`src/rtl/seconds_scan_counter_pkg.sv`:
```
// Shared constants and types for the seconds scan counter and its BCD digit cells.
package seconds_pkg;
  localparam int NUM_DIGITS = 4;
  localparam int SLOT_W = 2;
  localparam logic [3:0] BLANK_CODE = 4'hF;
  localparam logic [NUM_DIGITS-1:0] DIGIT_RESET = 4'b1110;

  typedef logic [3:0] bcd_t;

  // Active-low one-cold enable for a display slot.
  function automatic logic [NUM_DIGITS-1:0] digit_en(input logic [SLOT_W-1:0] slot);
    return ~(NUM_DIGITS'(1) << slot);
  endfunction
endpackage

```
`src/rtl/seconds_scan_counter_bcd_digit.sv`:
```
// One mod-10 BCD digit. o_nxt is the value the digit takes on the coming edge,
// so the display can show a new count in the same cycle the digit updates.
module bcd_digit
  import seconds_pkg::*;
(
  input  logic i_clk,
  input  logic i_rst,
  input  logic i_clr,
  input  logic i_cin,
  output bcd_t o_nxt,
  output logic o_cout
);
  bcd_t r_q;
  bcd_t w_nxt;

  always_comb begin
    w_nxt = r_q;
    if (i_clr)      w_nxt = '0;
    else if (i_cin) w_nxt = (r_q == 4'd9) ? 4'd0 : r_q + 4'd1;
  end

  always_ff @(posedge i_clk) begin
    if (i_rst) r_q <= '0;
    else       r_q <= w_nxt;
  end

  assign o_nxt  = w_nxt;
  assign o_cout = i_cin && (r_q == 4'd9);
endmodule

```
`src/rtl/seconds_scan_counter.sv`:
```
// 1 s prescaler, four-digit BCD seconds count and multiplexed digit scan.
// Define LEADING_ZERO_BLANK_EN to blank leading zeros (digit 0 is never blanked).
module seconds_scan_counter
  import seconds_pkg::*;
#(
  parameter int TICK_DIV = 50_000_000,
  parameter int SCAN_DIV = 50_000
) (
  input  logic                  CLK,
  input  logic                  RST,
  input  logic                  RUN,
  input  logic                  CLR,
  output logic [3:0]            D,
  output logic [NUM_DIGITS-1:0] DIGIT,
  output logic                  TICK
);
  localparam int PW = (TICK_DIV > 1) ? $clog2(TICK_DIV) : 1;
  localparam int SW = (SCAN_DIV > 1) ? $clog2(SCAN_DIV) : 1;

  logic [PW-1:0]     r_pre;
  logic [SW-1:0]     r_scan;
  logic [SLOT_W-1:0] r_slot;

  logic                  w_pre_tc;
  logic                  w_inc;
  logic                  w_scan_tc;
  logic [SLOT_W-1:0]     w_slot_nxt;
  logic [NUM_DIGITS:0]   w_carry;
  bcd_t                  w_nxt [NUM_DIGITS];
  logic [NUM_DIGITS-1:0] w_blank;
  bcd_t                  w_d_nxt;
  logic                  w_unused_cout;

  assign w_pre_tc   = (r_pre == PW'(TICK_DIV - 1));
  assign w_inc      = RUN && !CLR && w_pre_tc;
  assign w_scan_tc  = (r_scan == SW'(SCAN_DIV - 1));
  assign w_slot_nxt = w_scan_tc ? r_slot + SLOT_W'(1) : r_slot;

  assign w_carry[0] = w_inc;
  for (genvar g = 0; g < NUM_DIGITS; g++) begin : g_digit
    bcd_digit u_digit (
      .i_clk  (CLK),
      .i_rst  (RST),
      .i_clr  (CLR),
      .i_cin  (w_carry[g]),
      .o_nxt  (w_nxt[g]),
      .o_cout (w_carry[g+1])
    );
  end
  // Carry out of the top digit is dropped: 9999 wraps to 0000.
  assign w_unused_cout = w_carry[NUM_DIGITS];

`ifdef LEADING_ZERO_BLANK_EN
  always_comb begin
    logic v_lz;
    v_lz    = 1'b1;
    w_blank = '0;
    for (int k = NUM_DIGITS - 1; k > 0; k--) begin
      v_lz       = v_lz && (w_nxt[k] == 4'd0);
      w_blank[k] = v_lz;
    end
  end
`else
  assign w_blank = '0;
`endif

  assign w_d_nxt = w_blank[w_slot_nxt] ? BLANK_CODE : w_nxt[w_slot_nxt];

  always_ff @(posedge CLK) begin
    if (RST) begin
      r_pre  <= '0;
      r_scan <= '0;
      r_slot <= '0;
      DIGIT  <= DIGIT_RESET;
      D      <= 4'h0;
      TICK   <= 1'b0;
    end else begin
      if (CLR)      r_pre <= '0;
      else if (RUN) r_pre <= w_pre_tc ? '0 : r_pre + PW'(1);
      r_scan <= w_scan_tc ? '0 : r_scan + SW'(1);
      r_slot <= w_slot_nxt;
      // Slot, digit enables and digit code all move on the same edge.
      DIGIT  <= digit_en(w_slot_nxt);
      D      <= w_d_nxt;
      TICK   <= w_inc;
    end
  end
endmodule

```
`config.mk`:
```
export PLATFORM = sky130hd
export DESIGN_NAME = seconds_scan_counter
export DESIGN_NICKNAME = d
export VERILOG_FILES = /design/src/rtl/seconds_scan_counter_pkg.sv /design/src/rtl/seconds_scan_counter_bcd_digit.sv /design/src/rtl/seconds_scan_counter.sv
export SDC_FILE = /design/constraint.sdc
export NUM_CORES = 1
export LEC_CHECK = 0
export CAP_MARGIN = 20
export CORE_MARGIN = 10
export CORE_UTILIZATION = 49
export DETAILED_ROUTE_END_ITERATION = 6
export PLACE_DENSITY = 0.75
export SLEW_MARGIN = 15
export SYNTH_ARGS = -nofsm -noshare
export SYNTH_HDL_FRONTEND = slang
export SYNTH_SLANG_ARGS = --single-unit
```
`constraint.sdc`:
```
create_clock -name CLK -period 1.98 [get_ports CLK]
set_input_delay 0.396 -clock CLK [delete_from_list [all_inputs] [get_ports CLK]]
set_output_delay 0.396 -clock CLK [all_outputs]
set_load 0.005 [all_outputs]
```
* Yosys cells after proc, flatten, opt, wreduce, memory -nomap -nowiden
Cells that the tools add are included.
** Storage, ports and cells
- Flip-flop bits (word level) :: 69
- Bits in latches :: 0
- RAM bits :: 0
- Memory bits (read-only) :: 0
- Bits of input ports :: 4
- Output and inout bits :: 9
- Logic and storage cells :: 56
- Memories kept :: 0
** Operators by class
- $add $sub $neg :: 7
- Multiply operators :: 0
- Div/mod/pow operators :: 0
- Magnitude comparators :: 2
- Equal/unequal tests :: 6
- Shift-type cells :: 1
- Muxes and demuxes :: 20
- Bitwise operators :: 2
- Reduce and logical (&&, ||, !) cells :: 8
** Operators by type and width (number)
- two-way mux 4 bit :: 15
- adder 26 x 1 -> 26 bit, second input constant :: 1
- == test 26 bit, second input constant :: 1
- two-way mux 26 bit :: 1
- adder 16 x 1 -> 16 bit, second input constant :: 1
- adder 4 x 1 -> 4 bit, second input constant :: 4
- == test 16 bit, second input constant :: 1
- == test 4 bit, second input constant :: 4
- binary-select mux 4 bit (select 2 bit) :: 1
- logical AND 1 bit :: 5
- inverter 4 bit :: 1
- OR reduction 2 bit :: 2
- << shifter 1 x 2 -> 4 bit, first input constant :: 1
- >= comparator 3 bit, second input constant :: 1
- < comparator 2 x 3 -> 1 bit, second input constant :: 1
- inverter 2 -> 3 bit :: 1
- adder 2 x 1 -> 2 bit, second input constant :: 1
- binary-select mux 1 bit (select 2 bit) :: 1
- two-way mux 2 bit :: 1
- logical NOT 1 bit :: 1
- two-way mux 1 bit :: 1

* Depth between registers and ports, before layout
- Depth in word-level cells :: 12
- Mapped depth :: 8
- Mapped depth without buffers :: 7

* Cells and area by module
From an unflattened synthesis, not the netlist that was laid out.
** Second synthesis, totals
- Cells, all modules :: 404
- Area total of the unflattened synthesis :: 3539.6 µm²
** By module, submodules not included
- seconds_scan_counter :: instances 1, cells each 304, area each 2678.8 µm², sequential area each 1061.0 µm²
- bcd_digit :: instances 4, cells each 25, area each 215.2 µm², sequential area each 80.1 µm²

* Worst setup path after synthesis
OpenSTA, ideal clock, no wires.
- Path type :: reg-to-reg
- Start :: register r_scan[10]
- End :: register D[0]
- Library setup time :: 0.127 ns
- Data arrival time :: 1.930 ns
- Required time :: 1.853 ns
- Setup slack :: -0.077 ns
- Stages on the path, launching flop included :: 7
- Buffers on the path :: 0
- Clock period less this slack :: 2.057 ns
- Cell sequence :: dfxtp_1 -> or4bb_4 -> nor4_4 -> xnor2_1 -> nor2_1 -> a221oi_2 -> a211oi_2
** Between the ends
- Word-level cells in the longest chain between the ends :: 7
- Elaborated cells between the ends (all ways) :: 9
- Those cells by class :: eq/ne (1); mux (7); bitwise (1)
** RTL lines
- start: declaration :: line seconds_scan_counter.sv:21 : logic [SW-1:0] r_scan;
- start signal: assignment :: line seconds_scan_counter.sv:80 : r_scan <= w_scan_tc ? '0 : r_scan + SW'(1);
- == test 16 bit * :: line seconds_scan_counter.sv:36 : assign w_scan_tc = (r_scan == SW'(SCAN_DIV - 1));
- two-way mux 2 bit * :: line seconds_scan_counter.sv:37 : assign w_slot_nxt = w_scan_tc ? r_slot + SLOT_W'(1) : r_slot;
- inverter 2 -> 3 bit (not written as such) :: line seconds_scan_counter.sv:67 : assign w_d_nxt = w_blank[w_slot_nxt] ? BLANK_CODE : w_nxt[w_slot_nxt];
- binary-select mux 4 bit (select 2 bit) :: line seconds_scan_counter.sv:67
- two-way mux 4 bit (not written as such) (2 in a row) :: line seconds_scan_counter.sv:67
- two-way mux 4 bit * :: line seconds_scan_counter.sv:67
- end signal: assignment :: line seconds_scan_counter.sv:84 : D <= w_d_nxt;
- end: declaration :: line seconds_scan_counter.sv:13 : output logic [3:0] D,
Every way passes the cells marked *; elsewhere a longest branch is shown, timed or not. The select of a mux whose other input is x is not followed.
A chain may end at the register's enable or synchronous reset.

* Worst setup path after layout
- Start :: register r_scan[14]
- End :: register D[0]
The elaborated chain is that of the path after synthesis.

==> flow_summary.json <==
{
  "yosysTopAreaCell": "dfxtp_1",
  "fp.coreArea_sq_um": 6460,
  "worst-endpoint-required_ps": 2220,
  "synth_compound_area_frac": 0.0865,
  "root_buffer": "clkbuf_8",
  "routed_wl_um": 9680,
  "cp_data_arrival_time_ps": 2380,
  "critPathLaunchType": "flop",
  "r2r_cells": 6,
  "numCtsBuffers": 9,
  "cts_tree": "yes",
  "synth_top_area_share": 0.419,
  "grt_pass1_vias": 3184,
  "fin_skew_ps": 12.0,
  "vias": 3220,
  "min_path_type": "reg2reg",
  "die_area_sq_um": 10400,
  "synthSimpleGateAreaFrac": 0.324,
  "syn_to_final_growth_pct": 44.0,
  "wl_per_cell_um": 17.3,
  "synth-seq-cells": 69,
  "power.leakage_nw": 1.88,
  "finalHoldViolCount": 0,
  "synth_top_family_by_area": "simple AND/OR/NAND/NOR gates",
  "die_h_um": 102,
  "num_rows": 29,
  "drt-pass1-iter-count": 5,
  "most-common-layout-cells": "buf_4, nor2_1, dfxtp_1",
  "whs_path_depth": 1,
  "violations": "negative setup slack",
  "via_per_inst": 5.76,
  "die_w_um": 102,
  "synth_top_flop_cell": "dfxtp_1",
  "finalWeightedCongestion": 0.912,
  "io_pins": 13,
  "min_to": "r_scan[0]",
  "yosysSeqAreaShare": 0.419,
  "initial_core_util": 0.510,
  "hold_start": "r_scan[0]",
  "setup_violations": 5,
  "drive_gt1_frac": 0.361,
  "synth-adder-area-share": 0.00759,
  "design_area_sq_um": 4750,
  "place_area_sq_um": 4080,
  "clockBufferDepth": 2,
  "hpwl_um": 5970,
  "grt_use_total": 0.177,
  "fin_crit_sh": 1.08,
  "maxCapViolCount": 0,
  "dp.cells": 527,
  "tightest_slew_ps": 488,
  "synth_edf_count": 0,
  "yosys.area_share.xor_xnor": 0.127,
  "max-slew-margin-rel": 0.673,
  "mostFrequentLayoutCell": "buf_4",
  "synth.mux.area_fraction": 0.00949,
  "crit_fanout": 5,
  "diodes": 0,
  "clkSlewWorstSetupHoldPaths_ps": 80,
  "grt_max_degree": 27,
  "ctsHoldBuffers": 0,
  "syn_avg_cell_area_sq_um": 8.89,
  "ys_warn_count": 0,
  "antenna_found_initial": 0,
  "drt_iter0_markers": 139,
  "period_needed_ps": 2140,
  "setup_slack_ps": -158,
  "syn_inst": 371,
  "synthArstFlopShare": 0,
  "synth.lib_cells_used.distinct": 60,
  "htreeDepth": 3,
  "clkLatencyLatePin_ps": 360,
  "synth_area_sq_um": 3300,
  "io_buffers": 12,
  "power_mw": 2.89,
  "worstReg2RegEnd": "D[0]",
  "status": "finished with violations",
  "synthTopCellsByArea": "dfxtp_1, xor2_1, nor2_1",
  "r2r-start": "r_scan[14]",
  "grt_pass1_wl_um": 14800,
  "power_density_nw_per_um2": 609,
  "cts_sinks": 69,
  "overflow": 0,
  "fin_nets": 483,
  "syn_nets": 377,
  "worstSetupEndpointType": "flop",
  "pre_cts_ws_ps": -528,
  "max-vdd-ir-drop_mv": 0.421,
  "finalNonFillerCells": 559,
  "drc": 0,
  "rsz0062_at_grt": "true",
  "rrSetupSlack_ps": -160,
  "final_max_slew_viol_count": 0,
  "antenna_left": 0,
  "clock.fmax_mhz": 468,
  "path_class": "reg2reg"
}
cells by family (layout without fill, tap and decap cells):
kind of cell | after synthesis | count (layout)
buffers and inverters | 19 | 130
AOI/OAI and AO/OA | 39 | 39
adders and majority gates | 2 | 2
DFF | 69 | 69
xor gates and xnor gates | 47 | 47
and+or+nand+nor | 192 | 192
muxes | 3 | 3
state kept, by name (all words and copies together) (netlist names):
| register | flops |
|---|---|
| r_slot | 2 |
| TICK | 1 |
| DIGIT | 4 |
| D | 4 |
| r_scan | 16 |
| g_digit.u_digit.r_q | 16 |
| r_pre | 26 |
cell usage after synthesis, types with 7 or more instances:
cell	number
a21oi_1	7
and3_1	13
dfxtp_1	69
inv_1	10
nand2_1	23
nand3_1	16
nand4_1	18
nor2_1	62
nor4_1	8
xnor2_1	18
xor2_1	28
where the power goes:
| group | total [mW] | internal [mW] | switching, mW |
|---|---|---|---|
| clock network | 1.42 | 0.845 | 0.578 |
| registers | 1.40 | 1.39 | 0.00614 |
| logic | 0.0748 | 0.0321 | 0.0427 |
worst max-delay path: stages, from the launching register on:
cell	delay (ps)
dfxtp_2	340
or4bb_4	540
nor4_4	370
xor2_2	330
nor2_1	100
a221oi_2	300
a211oi_2	50
per-layer routing:
metal	global-route usage	share of wire	up-vias
met4	0.0651	0.025	0
li1	-	-	1539
met1	0.197	0.41	1535
met3	0.0493	0.053	27
met2	0.315	0.52	119
met5	0	0	-
how the worst max path moves through the flow:
stage / startpoint / endpoint / cells after the start
after floorplan: r_scan[5] / D[0] / 6
after global placement: RUN / D[3] / 7
after detailed placement: RUN / D[3] / 7
after CTS: r_scan[10] / D[0] / 6
after global routing: r_scan[10] / D[0] / 6
final: r_scan[14] / D[0] / 6
metrics by stage:
stage | hold WS (ps) | utilization | TNS, ps
2_1_floorplan | 413 | - | -87.6
6_report | 463 | 0.735 | -411
4_1_cts | 451 | 0.694 | -234
3_3_place_gp | 425 | 0.631 | -14210
3_5_place_dp | 434 | 0.631 | -15690
5_1_grt | 485 | 0.735 | -840
area by class of cell:
cell class / count / area, sq um
clock buffers: 9 / 124
clock inverters: 7 / 121
flip-flops and latches: 69 / 1400
repair buffers: 104 / 830
inverters: 10 / 37.5
well taps: 77 / 96.3
multi-input cells: 283 / 2140
fillers: 440 / 1710
what timing repair did:
item,CTS,global route
setup endpoints to repair,10,42
buffers inserted,8,7
pin swaps,17,14
gates cloned,0,1
gates resized for setup,28,40
No activity file was read; power rests on OpenSTA's default activity.
